File: src/rtl/truth_table_sweeper_pkg.sv
// truth_table_sweeper_pkg: shared FSM state type, dwell limits and counter width helper
package truth_table_sweeper_pkg;

    typedef enum logic [1:0] {IDLE, SWEEP, DONE} state_t;

    localparam int DWELL_MIN = 2;
    localparam int DWELL_MAX = 65535;

    // Dwell counter only ever holds DWELL-1 down to 0.
    function automatic int cnt_w(input int dwell);
        return $clog2(dwell);
    endfunction

endpackage

File: src/rtl/truth_table_sweeper_if.sv
// truth_table_sweeper_if: sweeper <-> function-under-test and result bus
// master: sweeper side (drives abcd and results, reads start and f_in)
// slave : environment side (drives start and f_in, reads abcd and results)
interface truth_table_sweeper_if #(parameter int N_IN = 4);
    logic                 start;
    logic                 f_in;
    logic [N_IN-1:0]      abcd;
    logic                 busy;
    logic                 done;
    logic [2**N_IN-1:0]   table_out;
    logic [N_IN:0]        minterm_count;

    modport master (
        input  start, f_in,
        output abcd, busy, done, table_out, minterm_count
    );

    modport slave (
        output start, f_in,
        input  abcd, busy, done, table_out, minterm_count
    );
endinterface

File: src/rtl/truth_table_sweeper_dwell_timer.sv
// truth_table_sweeper_dwell_timer: loadable down-counter timing each vector's dwell
// clk, rst : clock, synchronous active-high reset (count -> 0)
// load     : force count to load_val
// reload   : reload load_val when the count reaches 0 (back-to-back dwells)
// load_val : value loaded, normally DWELL-1
// expire   : count is 0 and no load is happening this cycle
module truth_table_sweeper_dwell_timer #(
    parameter int W = 5
) (
    input  logic         clk,
    input  logic         rst,
    input  logic         load,
    input  logic         reload,
    input  logic [W-1:0] load_val,
    output logic         expire
);
    logic [W-1:0] count_q, count_d;
    logic         zero;

    always_comb begin
        zero    = count_q == '0;
        count_d = (load || (reload && zero)) ? load_val : zero ? count_q : count_q - W'(1);
        expire  = zero && !load;
    end

    always_ff @(posedge clk) begin
        if (rst) count_q <= '0;
        else     count_q <= count_d;
    end
endmodule

File: src/rtl/truth_table_sweeper.sv
// truth_table_sweeper: steps every input vector through a combinational function and captures its truth table
// clk, rst : clock, synchronous active-high reset
// bus      : start/f_in in; abcd, busy, done, table_out, minterm_count out (all registered)
module truth_table_sweeper
    import truth_table_sweeper_pkg::*;
#(
    parameter int N_IN  = 4,
    parameter int DWELL = 20
) (
    input  logic                   clk,
    input  logic                   rst,
    truth_table_sweeper_if.master  bus
);
    localparam int              NV   = 2**N_IN;
    localparam int              CW   = cnt_w(DWELL);
    localparam logic [N_IN-1:0] LAST = N_IN'(NV - 1);

    if (DWELL < DWELL_MIN || DWELL > DWELL_MAX) begin : g_bad_dwell
        $error("truth_table_sweeper: DWELL out of range");
    end

    state_t          state_q, state_d;
    logic [N_IN-1:0] idx_q, idx_d;
    logic            busy_q, busy_d;
    logic            done_q, done_d;
    logic [NV-1:0]   tbl_q, tbl_d;
    logic [N_IN:0]   mc_q, mc_d;
    logic            load, reload, expire;

    // Counter restarts on every vector except the last, so it sits at 0 once the sweep ends.
    assign load   = state_q == IDLE && bus.start;
    assign reload = state_q == SWEEP && idx_q != LAST;

    truth_table_sweeper_dwell_timer #(.W(CW)) u_timer (
        .clk      (clk),
        .rst      (rst),
        .load     (load),
        .reload   (reload),
        .load_val (CW'(DWELL - 1)),
        .expire   (expire)
    );

    always_comb begin
        state_d = state_q;
        idx_d   = idx_q;
        busy_d  = busy_q;
        done_d  = 1'b0;
        tbl_d   = tbl_q;
        mc_d    = mc_q;
        case (state_q)
            IDLE: if (bus.start) begin
                state_d = SWEEP;
                busy_d  = 1'b1;
                idx_d   = '0;
                tbl_d   = '0;
                mc_d    = '0;
            end
            SWEEP: if (expire) begin
                tbl_d[idx_q] = bus.f_in;
                mc_d         = mc_q + (N_IN+1)'(bus.f_in);
                if (idx_q == LAST) begin
                    state_d = DONE;
                    busy_d  = 1'b0;
                    done_d  = 1'b1;
                end else begin
                    idx_d = idx_q + N_IN'(1);
                end
            end
            default: state_d = IDLE;
        endcase
    end

    always_ff @(posedge clk) begin
        if (rst) begin
            state_q <= IDLE;
            idx_q   <= '0;
            busy_q  <= 1'b0;
            done_q  <= 1'b0;
            tbl_q   <= '0;
            mc_q    <= '0;
        end else begin
            state_q <= state_d;
            idx_q   <= idx_d;
            busy_q  <= busy_d;
            done_q  <= done_d;
            tbl_q   <= tbl_d;
            mc_q    <= mc_d;
        end
    end

    assign bus.abcd          = idx_q;
    assign bus.busy          = busy_q;
    assign bus.done          = done_q;
    assign bus.table_out     = tbl_q;
    assign bus.minterm_count = mc_q;
endmodule

File: src/flat_wrapper.sv
// flat-port wrapper written by rule: the top's interface ports become plain ports
module truth_table_sweeper_flat import truth_table_sweeper_pkg::*;
#(
    parameter int N_IN  = 4,
    parameter int DWELL = 20
)
  (clk, rst, bus_start, bus_f_in, bus_abcd, bus_busy, bus_done, bus_table_out, bus_minterm_count);
  truth_table_sweeper_if #(.N_IN(N_IN)) bus_i ();
  input  logic clk;
  input  logic rst;
  input wire logic [$bits(bus_i.start)-1:0] bus_start;
  input wire logic [$bits(bus_i.f_in)-1:0] bus_f_in;
  output wire logic [$bits(bus_i.abcd)-1:0] bus_abcd;
  output wire logic [$bits(bus_i.busy)-1:0] bus_busy;
  output wire logic [$bits(bus_i.done)-1:0] bus_done;
  output wire logic [$bits(bus_i.table_out)-1:0] bus_table_out;
  output wire logic [$bits(bus_i.minterm_count)-1:0] bus_minterm_count;
  assign bus_i.start = bus_start;
  assign bus_i.f_in = bus_f_in;
  assign bus_abcd = bus_i.abcd;
  assign bus_busy = bus_i.busy;
  assign bus_done = bus_i.done;
  assign bus_table_out = bus_i.table_out;
  assign bus_minterm_count = bus_i.minterm_count;
  truth_table_sweeper #(.N_IN(N_IN), .DWELL(DWELL)) u_core (.clk(clk), .rst(rst), .bus(bus_i));
endmodule
File: config.mk
export PLATFORM = sky130hd
export DESIGN_NAME = truth_table_sweeper_flat
export DESIGN_NICKNAME = d
export VERILOG_FILES = /design/src/rtl/truth_table_sweeper_pkg.sv /design/src/rtl/truth_table_sweeper_if.sv /design/src/rtl/truth_table_sweeper_dwell_timer.sv /design/src/rtl/truth_table_sweeper.sv /design/src/flat_wrapper.sv
export SDC_FILE = /design/constraint.sdc
export NUM_CORES = 1
export LEC_CHECK = 0
export CORE_ASPECT_RATIO = 0.75
export CORE_UTILIZATION = 35
export CTS_CLUSTER_SIZE = 30
export DETAILED_ROUTE_END_ITERATION = 16
export SLEW_MARGIN = 40
export SYNTH_ARGS = -nofsm -noshare
export SYNTH_HDL_FRONTEND = slang
export SYNTH_SLANG_ARGS = --single-unit
File: constraint.sdc
create_clock -name clk -period 4.33 [get_ports clk]
set_input_delay 0.6495 -clock clk [delete_from_list [all_inputs] [get_ports clk]]
set_output_delay 0.6495 -clock clk [all_outputs]
set_load 0.02 [all_outputs]
# Word level (Yosys, flattened, before mapping)
# Cells that the tools add are included.
[totals]
ff_bits = 34
output_inout_bits = 27
word_cells = 63
[classes]
n_addsub = 3
order_cmp = 2
eq_ne = 8
muxes = 24
bitwise_logic = 2
reduce_logical = 16
[ops]
columns = ["cell", "count"]
rows = [
  ["2-to-1 mux 16 bit", 2],
  ["case mux 16 bit (2 select lines)", 1],
  ["2-to-1 mux 5 bit", 4],
  ["bitwise mux 16 bit", 1],
  ["2-to-1 mux 4 bit", 3],
  ["case mux 5 bit (2 select lines)", 1],
  ["case mux 4 bit (2 select lines)", 1],
  ["AND reduction 4 bit", 2],
  ["2-to-1 mux 2 bit", 3],
  ["inequality test 2 bit (second input constant)", 3],
  ["AND reduction 3 bit", 2],
  ["adder 5 x 1 -> 5 bit", 1],
  ["logical AND 1 bit", 5],
  ["logical NOT 5 bit", 1],
  ["< comparator 4 x 5 -> 1 bit (second input constant)", 1],
  ["2-to-1 mux 1 bit", 5],
  ["subtractor 5 x 1 -> 5 bit (second input constant)", 1],
  ["adder 4 x 1 -> 4 bit (second input constant)", 1],
  ["demux 1 bit (select 4 bit)", 1],
  ["== test 4 bit (second input constant)", 1],
  ["greater-or-equal comparator 4 x 1 -> 1 bit (second input constant)", 1],
  ["inequality test 2 x 1 -> 1 bit (second input constant)", 2],
  ["inequality test 4 bit (second input constant)", 1],
  ["case mux 2 bit (2 select lines)", 1],
  ["other kinds (9)", 10],
]

# Longest topological paths before layout
# Gate-level depths: netlist of run 1.
[depth]
ltp_word = 7
mapped_depth = 8
ltp_nobuf = 6

# Modules after synthesis
# Synthesis of run 1 repeated with hierarchy kept, for this count alone.
[unflattened]
hier_cells = 226
hier_area_um2 = 1855.5
[modules_own_cells]
columns = ["mod", "instances", "cells_each", "area_each_um2"]
rows = [
  ["truth_table_sweeper", 1, 190, 1529.0],
  ["truth_table_sweeper_dwell_timer", 1, 36, 326.6],
]

# Least setup slack after synthesis of run 1
# No wires, ideal clock.
[synth_path]
kind = "input-to-reg"
startpoint = "input port bus_start"
endpoint = "register u_core.mc_q[3], in the netlist u_core.bus.minterm_count[3]"
arrival_ns = 1.607
path_slack_ns = 2.653
stages = 5
path_buffers = 1
cell_sequence = "nor3b_2 > a21oi_2 > buf_6 > or3_1 > a21oi_1"
[synth_via]
elab_chain_cells = 5
word_cells_on_any_way = 6
cone_classes = "2 x eq/ne; 4 x reduce/logical"
[synth_rtl]
columns = ["item", "line_no", "source"]
rows = [
  ["start: declaration", "flat_wrapper.sv:11", "input wire logic [$bits(bus_i.start)-1:0] bus_start;"],
  ["logical AND 1 bit", "truth_table_sweeper.sv:31", "assign load = state_q == IDLE && bus.start;"],
  ["logical NOT 1 bit", "truth_table_sweeper_dwell_timer.sv:23", "expire = zero && !load;"],
  ["logical AND 1 bit", "truth_table_sweeper_dwell_timer.sv:23", ""],
  ["inequality test 2 x 1 -> 1 bit (no line)", "n/a", ""],
  ["AND reduction 3 bit (no line) (*)", "n/a", ""],
  ["end signal: assignment", "truth_table_sweeper.sv:87", "mc_q <= mc_d;"],
  ["end: declaration", "truth_table_sweeper.sv:27", "logic [N_IN:0] mc_q, mc_d;"],
]
# Every way passes the cells marked *; elsewhere a longest branch is shown, timed or not.
# A chain may end at the register's enable or synchronous reset.

# Final worst setup path of run 1
[layout_path]
startpoint = "register u_core.idx_q[2], in the netlist u_core.bus.abcd[2]"
endpoint = "output port bus_abcd[2]"
[layout_rtl]
columns = ["item", "line_no", "source"]
rows = [
  ["start: declaration", "truth_table_sweeper.sv:23", "logic [N_IN-1:0] idx_q, idx_d;"],
  ["start signal: assignment", "truth_table_sweeper.sv:83", "idx_q <= idx_d;"],
  ["end: declaration", "flat_wrapper.sv:13", "output wire logic [$bits(bus_i.abcd)-1:0] bus_abcd;"],
]
# No word-level cell between the ends.

==> impl_metrics.csv, run 1 <==
group,metric,value,unit
timing,final.setup_skew,3.014,ps
place,dp_hpwl,2718,um
power,power_frac_comb,0.153,
power,internal_power,0.4752,mW
synth,yosys.cell_types.count,37,
synth,yosysTopAreaCell,"dfxtp_1",
setup_path,slowest_stage,"clkdlybuf4s50_1",
power,seqPwrFrac,0.519,
setup_path,cp-startpoint,"u_core.bus.abcd[2]",
synth,synth_top_cell_area_share,0.4042,
synth,syn_nets,210,
clock_tree,clock-sinks,34,
clock_tree,post_cts_buffers,0,
setup_path,cp_slowest_stage_delay,690,ps
timing,finalCritPeriodShare,0.5124,
global_route,grt_pass1_vias,1280,
timing,holdWs,473.9,ps
power,vdd_drop_max,0.1318,mV
setup_path,crit_end,"bus_abcd[2]",
place,numPlacedInstances,271,
setup_path,crit_arrival,1570,ps
detailed_routing,routed_wl,3919,um
timing,slew_headroom,0.5036,
final_layout,fin_cells,278,
setup_path,end_kind,"primary output",
clock_tree,worstSkewPairLatency,280,ps
die,ios,31,
final_layout,multi_input_area,900.9,um^2
setup_path,crit_cells,1,
die,core-area,4546,um^2
die,die-area,5096,um^2
place,gp_congestion,0.8873,
setup_path,r2r_end,"u_core.bus.table_out[0]",
setup_path,critPathTopFamily,"buffers and inverters",
timing,drv_slew,0,
setup_path,cp-start-kind,"flip-flop",
global_route,grt-ovfl-total,0,
synth,synth.most_common_cell,"dfxtp_1",
power,power.share.clock,0.328,
clock_tree,htreeDepth,2,
timing,fmax,0.4507,GHz
final_layout,diodes,0,
timing,fin_crit,2219,ps
global_route,grt_usage,0.1652,
setup_path,crit_buf_inv,1,
final_layout,syn2layout_area_growth,22.21,%
global_route,antenna_found_initial,0,
synth,seq_area_frac_synth,0.4042,
synth,async_reset_ff_frac,0,
detailed_routing,drtIter0Drc,74,
outcome,status,"complete, no violations",
clock_tree,clk_pin_slew,60,ps
final_layout,seqCellArea,680.7,um^2
setup_path,r2r_slack,2280,ps
timing,rsz0062_at_grt,"false",
synth,ys_warn_count,0,
min_path,hp-class,"flip-flop to flip-flop",
setup_path,path_cells,"clkdlybuf4s50_1",
synth,synthTopCellsByArea,"dfxtp_1 (40%), a21oi_1 (7.7%), nand3_1 (6.8%)",
setup_path,reg2reg_from,"u_core.state_q[0]",
detailed_routing,ant_nets,0,
global_route,grt_max_degree,30,
detailed_routing,drc,0,
place,postPlaceCellArea,1982,um^2
final_layout,final_net_count,232,
synth,synth_area_per_cell,8.463,um^2
setup_path,critPathKind,"flip-flop to primary output",
final_layout,drive_gt1_frac,0.05882,
power,power_density,318.7,nW/um^2
timing,setup_viol,0,
timing,worst_slew_pin_slew,744.6,ps
synth,synth-edff-count,0,
die,die_h,62.08,um
detailed_routing,firstDrtPassIters,4,
detailed_routing,avgRoutedWirePerCell,14.10,um
power,p_leak,0.6705,nW
setup_path,cp_max_fo,14,
detailed_routing,post_drt_via_cell_ratio,5.410,
synth,synth_flop_cell,"dfxtp_1",
power,switching_share,0.2756,
die,die_x,82.10,um
clock_tree,cts_root_buffer,"clkbuf_8",
clock_tree,clock_path_buffers,2,
job,drv_cap,0,
final_layout,final_area,2058,um^2
timing,final_hold_viol_count,0,
place,io_buffer_count,30,
clock_tree,hold_buffers,0,
synth,syn_inst,199,
final_layout,fillers,451,
global_route,grt_pass1_wl,6120,um
clock_tree,cts_resized,0,
power,total_power,0.6560,mW
synth,syn_area,1684,um^2
clock_tree,cts_tree,"done",
synth,synthTopCellsByCount,"dfxtp_1 (34), a21oi_1 (26), nand3_1 (23)",
die,rows,21,
setup_path,cp.required,3680,ps
setup_path,reg2reg_depth,4,
clock_tree,numCtsBuffers,5,
die,initial_core_util,0.3705,
power,power.switching,0.1808,mW
timing,fin_tns_setup,0,ps
detailed_routing,vias,1504,
synth,ys_seq_elements,34,
worst register-to-register path, stage by stage, from the launching register on:
cell	delay (ps)
dfxtp_1	720
nor3b_2	420
and3_1	560
nand3_1	150
a21oi_1	140
flip-flops by register name (all words and copies together) (netlist names):
name                      cells
u_core.bus.minterm_count      5
u_core.u_timer.count_q        5
u_core.bus.busy               1
u_core.bus.table_out         16
u_core.bus.done               1
u_core.state_q                2
u_core.bus.abcd               4
worst min path at each step:
stage,cells after the start,to,startpoint
4_1_cts,2,u_core.bus.table_out[14],u_core.bus.table_out[14]
6_report,2,u_core.bus.table_out[14],u_core.bus.table_out[14]
5_1_grt,2,u_core.bus.table_out[1],u_core.bus.table_out[1]
3_5_place_dp,2,u_core.bus.table_out[14],u_core.bus.table_out[14]
3_3_place_gp,2,u_core.bus.table_out[14],u_core.bus.table_out[14]
2_1_floorplan,1,u_core.u_timer.count_q[0],u_core.u_timer.count_q[0]
per-stage QoR:
step / utilization / setup WS [ps]
final: 0.4528 / 2111
after global routing: 0.4528 / 2034
after CTS: 0.4528 / 2106
after detailed placement: 0.4360 / 1935
after global placement: 0.4371 / 1859
after floorplan: - / 2653
metal layers:
layer | GRT usage | vias to the layer above | part of all wire
li1 | - | 765 | -
met1 | 0.2407 | 686 | 0.52
met2 | 0.2149 | 47 | 0.40
met3 | 0.06277 | 6 | 0.075
met4 | 0.06266 | 0 | 0.013
met5 | 0 | - | 0
cells in the final DEF, fill, tap and decap left out:
master           instances
a21oi_1                 26
a21o_1                   1
o32ai_1                  3
a21oi_2                  1
a211oi_1                 1
dfxtp_1                 34
mux2i_1                  1
o21ai_0                 17
nand2b_1                 3
buf_2                    1
or3b_1                   1
or3_1                    5
nor3b_2                  2
clkbuf_8                 5
nor2b_1                  3
nand3_1                 23
o211ai_1                 1
nor4b_2                  1
xnor2_1                  3
clkdlybuf4s50_1         29
a311oi_1                 2
nor2_1                   4
nor3_1                   7
or2_2                    1
nor3b_4                  1
nand3b_1                 2
and3_1                   2
nand4_1                  2
inv_1                    9
a21boi_0                11
o311ai_1                 1
a22oi_1                  1
nand2_1                  6
and2b_1                  1
ha_1                     7
nor3_2                   1
clkbuf_1                 2
kinds of logic (layout without fill, tap and decap cells):
family,after synthesis,in the layout,synth area share
adder cells (fa/ha/maj),7,7,0.05200
multiplexers,1,1,0.005944
XOR/XNOR,3,3,0.01560
flip-flops,34,34,0.4042
buffers and inverters,24,46,0.06092
AND/OR/NAND/NOR,65,65,0.2303
AO/OA/AOI/OAI,65,65,0.2311
power by group through the flow:
| stage | clock network, mW | logic (mW) | registers [mW] |
|---|---|---|---|
| 2_1_floorplan | 0 | 0.0801 | 0.344 |
| 3_3_place_gp | 0 | 0.0999 | 0.347 |
| 3_5_place_dp | 0 | 0.100 | 0.347 |
| 4_1_cts | 0.225 | 0.101 | 0.340 |
| 5_1_grt | 0.235 | 0.111 | 0.342 |
| 6_report | 0.215 | 0.100 | 0.340 |
final cells by class:
type | count | share of cell area
Sequential cell | 34 | 0.3307
Tap cell | 57 | 0.03465
Multi-Input combinational cell | 141 | 0.4377
Timing Repair Buffer | 30 | 0.1435
Clock buffer | 7 | 0.03708
Inverter | 9 | 0.01641
Note: power is estimated with default switching activity, not from simulation.
==> inputs of run 2 (changes only) <==
- clock period: 4.33 -> 2.21 ns (I/O delays scaled with it)
==> impl_metrics.csv, run 2 (synthesis results as in run 1) <==
group,metric,value,unit
outcome,status,"complete, no violations",
timing,worst_slew_pin_slew,479.5,ps
final_layout,final_common_cell,"dfxtp_1",
die,rows,21,
setup_path,end_kind,"primary output",
detailed_routing,firstDrtPassIters,4,
detailed_routing,post_drt_via_cell_ratio,5.416,
detailed_routing,vias,1549,
clock_tree,worstSkewPairLatency,290,ps
detailed_routing,avgRoutedWirePerCell,14.80,um
global_route,grt_usage,0.1836,
detailed_routing,routed_wl,4234,um
die,die_x,82.10,um
place,numPlacedInstances,279,
setup_path,slowest_stage,"clkdlybuf4s50_1",
timing,timing.final.ws_setup,318.0,ps
min_path,hp-class,"flip-flop to flip-flop",
setup_path,reg2reg_depth,7,
setup_path,cp-start-kind,"flip-flop",
place,dp_hpwl,3033,um
final_layout,diodes,0,
setup_path,cp.required,1880,ps
power,p_leak,0.7191,nW
setup_path,cp_slowest_stage_delay,690,ps
power,vdd_drop_max,0.3073,mV
detailed_routing,drc,0,
setup_path,crit_arrival,1560,ps
die,ios,31,
clock_tree,clk_pin_slew,70,ps
final_layout,drive_gt1_frac,0.09607,
global_route,grt_pass1_vias,1305,
clock_tree,hold_buffers,0,
global_route,grt_max_degree,21,
timing,setup_viol,0,
timing,rsz0062_at_grt,"false",
clock_tree,clock_path_buffers,2,
clock_tree,cts_resized,0,
detailed_routing,drtIter0Drc,108,
global_route,grt-ovfl-total,0,
timing,fin_tns_setup,0,ps
timing,final.setup_skew,7.586,ps
die,die_h,62.08,um
die,die-area,5096,um^2
clock_tree,cts_tree,"done",
die,initial_core_util,0.3705,
global_route,antenna_found_initial,0,
timing,slew_headroom,0.6795,
final_layout,fin_cells,286,
timing,drv_slew,0,
final_layout,layout_common_cells,"dfxtp_1 (34), clkdlybuf4s50_1 (30), a21oi_1 (26), nand3_1 (23), o21ai_0 (17)",
setup_path,path_cells,"clkdlybuf4s50_1",
die,core-area,4546,um^2
clock_tree,numCtsBuffers,5,
clock_tree,cts_root_buffer,"clkbuf_8",
global_route,grt_pass1_wl,6637,um
timing,finalCritPeriodShare,0.8561,
detailed_routing,ant_nets,0,
power,power_density,619.8,nW/um^2
setup_path,critPathKind,"flip-flop to primary output",
final_layout,largest_register_ffs,16,
place,gp_congestion,0.7392,
setup_path,critPathTopFamily,"buffers and inverters",
clock_tree,post_cts_buffers,0,
clock_tree,clock-sinks,34,
setup_path,crit_buf_inv,1,
job,drv_cap,0,
timing,holdWs,476.2,ps
clock_tree,htreeDepth,2,
place,io_buffer_count,30,
place,place_ws,398.0,ps
timing,final_hold_viol_count,0,
setup_path,crit_cells,1,
timing,fin_crit,1892,ps
final_layout,syn2layout_area_growth,26.97,%
final_layout,final_net_count,240,
final_layout,fin_util,0.4704,
setup_path,cp_max_fo,13,
timing,fmax,0.5285,GHz
min_path,min_path_cells,2,
[run 2: changes by cell type in the layout (fill, tap and decap cells not counted), sizes merged]
cell / before / now
clkinv: 0 / 2
clkbuf: 7 / 5
buf: 1 / 8
clkdlybuf4s50: 29 / 30
[run 2: power breakdown]
part	switching, mW	leakage, nW	total, mW	internal [mW]
registers	0.0259	0.276	0.659	0.634
logic	0.128	0.400	0.223	0.0948
clock network	0.232	0.0438	0.443	0.211
total	0.385	0.719	1.33	0.940
[run 2: cell type report]
cell class | instances | area (um^2)
Clock buffer | 5 | 68.82
Clock inverter | 2 | 10.01
Fill cell | 447 | 2407
Inverter | 9 | 33.78
Multi-Input combinational cell | 141 | 900.9
Sequential cell | 34 | 680.7
Tap cell | 57 | 71.32
Timing Repair Buffer | 38 | 372.9
[run 2: metrics by stage]
stage | power, mW | cell area [um^2]
2_1_floorplan | 0.8303 | 1684
5_1_grt | 1.391 | 2138
3_3_place_gp | 0.8946 | 2059
4_1_cts | 1.333 | 2138
6_report | 1.325 | 2138
3_5_place_dp | 0.8960 | 2059
[run 2: path summary, 6_finish.rpt]
kind / startpoint / to / slack, ps
worst max register to register: u_core.u_timer.count_q[0] / u_core.bus.minterm_count[4] / 430
worst max-delay path: u_core.bus.abcd[3] / bus_abcd[3] / 320
worst min-delay path: u_core.bus.table_out[1] / u_core.bus.table_out[1] / 480
worst min register to register: u_core.bus.table_out[1] / u_core.bus.table_out[1] / 480
[run 2: per-layer routing]
layer,vias to the layer above,share of wire,track usage
li1,781,-,-
met1,717,0.52,0.2707
met2,42,0.40,0.2444
met3,9,0.071,0.05109
met4,0,0.017,0.08020
met5,-,0,0
